## config.mk

```make
export PLATFORM = sky130hd
export DESIGN_NAME = vc_mux3_domain_arbiter
export DESIGN_NICKNAME = d
export VERILOG_FILES = /design/src/rtl/vc_mux3_domain_arbiter.sv
export SDC_FILE = /design/constraint.sdc
export NUM_CORES = 1
export LEC_CHECK = 0
export CORE_AREA = 2 2 39 41
export DETAILED_ROUTE_END_ITERATION = 8
export DIE_AREA = 0 0 41 43
export DONT_BUFFER_PORTS = 1
export PLACE_DENSITY_LB_ADDON = 0.15
export SYNTH_ARGS = -nofsm -noshare
export SYNTH_HDL_FRONTEND = slang
export SYNTH_SLANG_ARGS = --single-unit
```

## constraint.sdc

```tcl
create_clock -name clk -period 1.75 [get_ports clk]
set_clock_uncertainty 0.2 [all_clocks]
set_input_delay 0.175 -clock clk [delete_from_list [all_inputs] [get_ports clk]]
set_output_delay 0.175 -clock clk [all_outputs]
set_load 0.01 [all_outputs]
```

## src/rtl/vc_mux3_domain_arbiter.sv

```systemverilog
// Round-robin, packet-locking arbiter for three val/rdy requesters that share one mux datapath.
// Optional H->L scrub cycle enabled by defining VC_ARB_DOMAIN_SCRUB_EN.
module vc_mux3_domain_arbiter (
  input  logic       clk,
  input  logic       reset,
  input  logic [2:0] in_val,
  input  logic [2:0] in_last,
  input  logic [2:0] in_domain,
  output logic [2:0] in_rdy,
  output logic       out_val,
  input  logic       out_rdy,
  output logic [1:0] sel,
  output logic [2:0] grant,
  output logic       out_domain
);

  localparam logic [1:0] StIdle  = 2'd0;
  localparam logic [1:0] StBusy  = 2'd1;
`ifdef VC_ARB_DOMAIN_SCRUB_EN
  localparam logic [1:0] StScrub = 2'd2;
`endif

  logic [1:0] state_q, state_d;
  logic [1:0] ptr_q, ptr_d;
  logic [2:0] grant_q, grant_d;
  logic [1:0] sel_q, sel_d;
  logic       out_domain_q, out_domain_d;
  logic       last_dom_q, last_dom_d;

  logic [1:0] cand0, cand1, cand2, winner;
  logic       any_req;
  logic       busy;
  logic       fire;

  function automatic logic [1:0] inc_mod3(input logic [1:0] v);
    return (v >= 2'd2) ? 2'd0 : v + 2'd1;
  endfunction

  // Search order starts at the pointer so the last-served requester goes to the back.
  always_comb begin
    cand0   = ptr_q;
    cand1   = inc_mod3(cand0);
    cand2   = inc_mod3(cand1);
    any_req = |in_val;
    if (in_val[cand0]) begin
      winner = cand0;
    end else if (in_val[cand1]) begin
      winner = cand1;
    end else begin
      winner = cand2;
    end
  end

  // Outputs are gated by reset so an in-flight beat cannot fire during the reset cycle.
  always_comb begin
    busy    = (state_q == StBusy) && !reset;
    out_val = busy && (|(in_val & grant_q));
    in_rdy  = busy ? (grant_q & {3{out_rdy}}) : 3'b000;
    fire    = out_val && out_rdy;
  end

  always_comb begin
    state_d      = state_q;
    ptr_d        = ptr_q;
    grant_d      = grant_q;
    sel_d        = sel_q;
    out_domain_d = out_domain_q;
    last_dom_d   = last_dom_q;
    case (state_q)
      StIdle: begin
        if (any_req) begin
          grant_d      = 3'b001 << winner;
          sel_d        = winner;
          out_domain_d = in_domain[winner];
          last_dom_d   = in_domain[winner];
          state_d      = StBusy;
`ifdef VC_ARB_DOMAIN_SCRUB_EN
          // Moving from H to L inserts a dead cycle so the sink can flush H residue.
          if (!in_domain[winner] && last_dom_q) begin
            state_d = StScrub;
          end
`endif
        end
      end
`ifdef VC_ARB_DOMAIN_SCRUB_EN
      StScrub: begin
        state_d = StBusy;
      end
`endif
      StBusy: begin
        if (fire && in_last[sel_q]) begin
          ptr_d   = inc_mod3(sel_q);
          grant_d = 3'b000;
          state_d = StIdle;
        end
      end
      default: begin
        grant_d = 3'b000;
        state_d = StIdle;
      end
    endcase
  end

  always_ff @(posedge clk) begin
    if (reset) begin
      state_q      <= StIdle;
      ptr_q        <= 2'd0;
      grant_q      <= 3'b000;
      sel_q        <= 2'd0;
      out_domain_q <= 1'b0;
      last_dom_q   <= 1'b0;
    end else begin
      state_q      <= state_d;
      ptr_q        <= ptr_d;
      grant_q      <= grant_d;
      sel_q        <= sel_d;
      out_domain_q <= out_domain_d;
      last_dom_q   <= last_dom_d;
    end
  end

  assign grant      = grant_q;
  assign sel        = sel_q;
  assign out_domain = out_domain_q;

`ifndef SYNTHESIS
  a_rdy_onehot0 : assert property (@(posedge clk) disable iff (reset) $onehot0(in_rdy));
  a_val_granted : assert property (@(posedge clk) disable iff (reset)
                                   out_val |-> (grant != 3'b000));
`endif

endmodule

```

==> out/results.ini <==
[status]
outcome = completed

[drt]
avgViaCountPerCell = 5.74
wl_um = 1180
drtPass1Iterations = 4
wl_per_cell_um = 14.4
drc = 0
vias = 471
drtAntennaViolNets = 0
drt-initial-drc-count = 15

[clock_network]
cts_num_sinks = 9
cts-root-buf = clkbuf_4
numCtsBuffers = 3
cts_tree = yes
cts.reportedPaths.clkPinSlew_ps = 60
cts_buffer_depth = 2
htree_levels = 1
post_cts_resized = 0
post-cts-setup-buffers = 0
cts_hold_buf = 4
insertion_delay_ps = 260

[finish]
multiInputGateArea_um2 = 320
layout_commonest_cell = dfxtp_1
ff_latch_area_um2 = 180
final_layout_size_suffix_gt1_share_pct = 25.8
final_cells = 82
mostFrequentLayoutCells = 9 x dfxtp_1, 5 x a21oi_1
diodes = 0
final_net_count = 79
fill_cells = 142
area_growth_pct = 17.8

[worst_setup_path]
reg2reg_depth = 5
rrSetupSlack_ps = 170
timing.rr.start = grant[0]$_SDFFE_PP0P_
endpoint_kind = flop
regToRegEndpoint = cand0[0]$_SDFFE_PP0P_
required_ps = 1680
arrival_ps = 1510
worst-path-max-fanout = 8
path_class = input pin to flop
worstSetupStartpointType = input pin

[worst_hold_path]
hold_end = out_domain$_SDFFE_PP0P_
min_from = in_domain[0]
min_path_cells = 2
hp-class = input pin to flop

[timing]
fmax_ghz = 0.634
timing.final.crit_share_pct = 90.2
setup_tns_ps = 0
rsz0062_at_grt = no
slew_headroom_pct = 73.8
setup_viol = 0
hold_viol_final = 0
worst_pin_slew_ps = 394
maxSlewViolCount = 0
holdWs_ps = 3.01
layout_min_cycle_time_ps = 1580
timing.final.ws_setup_ps = 172

[global_route]
first_global_vias = 426
grt_use_total_pct = 15.7
grt_pass1_wl_um = 1840
antenna_found_initial = 0
grt_overflow = 0
grt_max_degree = 9

[logic_synthesis]
synth_area_um2 = 527
synth_cell_type_count = 30
synthesis.instances = 56
ys_seq_elements = 9
ys_seq_area_share_pct = 34.2
syn_avg_cell_area_um2 = 9.41
synthesis.nets = 68
yosys_warnings = 0

[power]
powerDensity_nw_per_um2 = 752
peakVddDrop_mv = 0.528
cellLeakagePower_uw = 0.000238
p_total_uw = 467

[die]
coreArea_um2 = 1380
ios = 22
dieArea_um2 = 1760
dieHeight_um = 43
rows = 14
die_w_um = 41
start_util_pct = 38.1

[placed_design]
port_buffers = 0
dp_cells = 74
place_ws_ps = 161
gp_congestion = 0.671
hpwlAfterDp_um = 889

[flow_run]
maxCapViolations = 0

worst max path at each step:
stage               slack (ps)                      end             startpoint
floorplan                  250    cand0[0]$_SDFFE_PP0P_  grant[0]$_SDFFE_PP0P_
global placement           160    cand0[0]$_SDFFE_PP0P_  grant[0]$_SDFFE_PP0P_
detailed placement         160    cand0[0]$_SDFFE_PP0P_  grant[0]$_SDFFE_PP0P_
CTS                        150    cand0[0]$_SDFFE_PP0P_  grant[0]$_SDFFE_PP0P_
global route                60    cand0[0]$_SDFFE_PP0P_  grant[0]$_SDFFE_PP0P_
finish                     170  out_domain$_SDFFE_PP0P_                  reset
critical path, cell delays in order:
cell           delay, ps
dlygate4sd3_1        730
inv_1                160
and3_4               200
a41oi_2              160
o41ai_2               90
through the flow:
step	instance area [um2]	utilization (%)
after floorplan	527	-
after global placement	554	40.1
after detailed placement	554	40.1
after CTS	621	44.8
after global routing	621	44.8
final	621	44.8
cells in the mapped netlist:
| cell type | count | area (um2) |
|---|---|---|
| a211oi_1 | 1 | 7.51 |
| a21oi_1 | 5 | 25.0 |
| a222oi_1 | 1 | 10.0 |
| a31o_1 | 1 | 8.76 |
| a31o_2 | 1 | 8.76 |
| a31oi_1 | 1 | 6.26 |
| a32o_1 | 1 | 10.0 |
| a41oi_2 | 1 | 16.3 |
| and3_1 | 3 | 18.8 |
| and3_4 | 1 | 11.3 |
| buf_6 | 2 | 22.5 |
| dfxtp_1 | 9 | 180 |
| inv_1 | 1 | 3.75 |
| mux2i_1 | 2 | 20.0 |
| nand2_1 | 4 | 15.0 |
| nand2b_1 | 2 | 12.5 |
| nand3_1 | 3 | 15.0 |
| nand3_4 | 1 | 17.5 |
| nand3b_1 | 1 | 7.51 |
| nor2_1 | 4 | 15.0 |
| nor2b_1 | 1 | 6.26 |
| nor2b_2 | 2 | 17.5 |
| nor3_1 | 1 | 5.00 |
| nor3_2 | 1 | 10.0 |
| nor3b_2 | 1 | 12.5 |
| o21a_1 | 1 | 7.51 |
| o21ai_0 | 1 | 5.00 |
| o21ai_2 | 1 | 8.76 |
| o41ai_2 | 1 | 16.3 |
| or2_1 | 1 | 6.26 |
final cells by class:
type / instances / area share (%)
inverters: 1 / 0.605
multi-input cells: 44 / 51.6
repair buffers: 8 / 11.3
well taps: 16 / 3.23
clock buffers: 4 / 4.23
flip-flops and latches: 9 / 29.0
flip-flops by register name, summed over array words and instances (netlist names):
name / cells
sel: 2
cand0: 2
grant: 3
state_q: 1
out_domain: 1
where the power goes:
part	leakage (uW)	internal, uW	switching [uW]
combinational	0.000149	38.6	44.1
sequential	0.0000737	217	11.7
clock	0.0000150	87.6	67.9
total	0.000238	343	124
logic make-up after synthesis:
logic type	share of synthesized area (%)
AO/OA/AOI/OAI	24.7
buffers and inverters	4.99
flip-flops	34.2
multiplexers	3.80
AND/OR/NAND/NOR	32.3
per-layer routing:
layer,global-route usage (%),part of all wire (%)
met5,0,0
met4,2.00,0
met3,9.42,7.6
met2,23.1,49
met1,19.8,43
(Power assumes the default switching activity.)
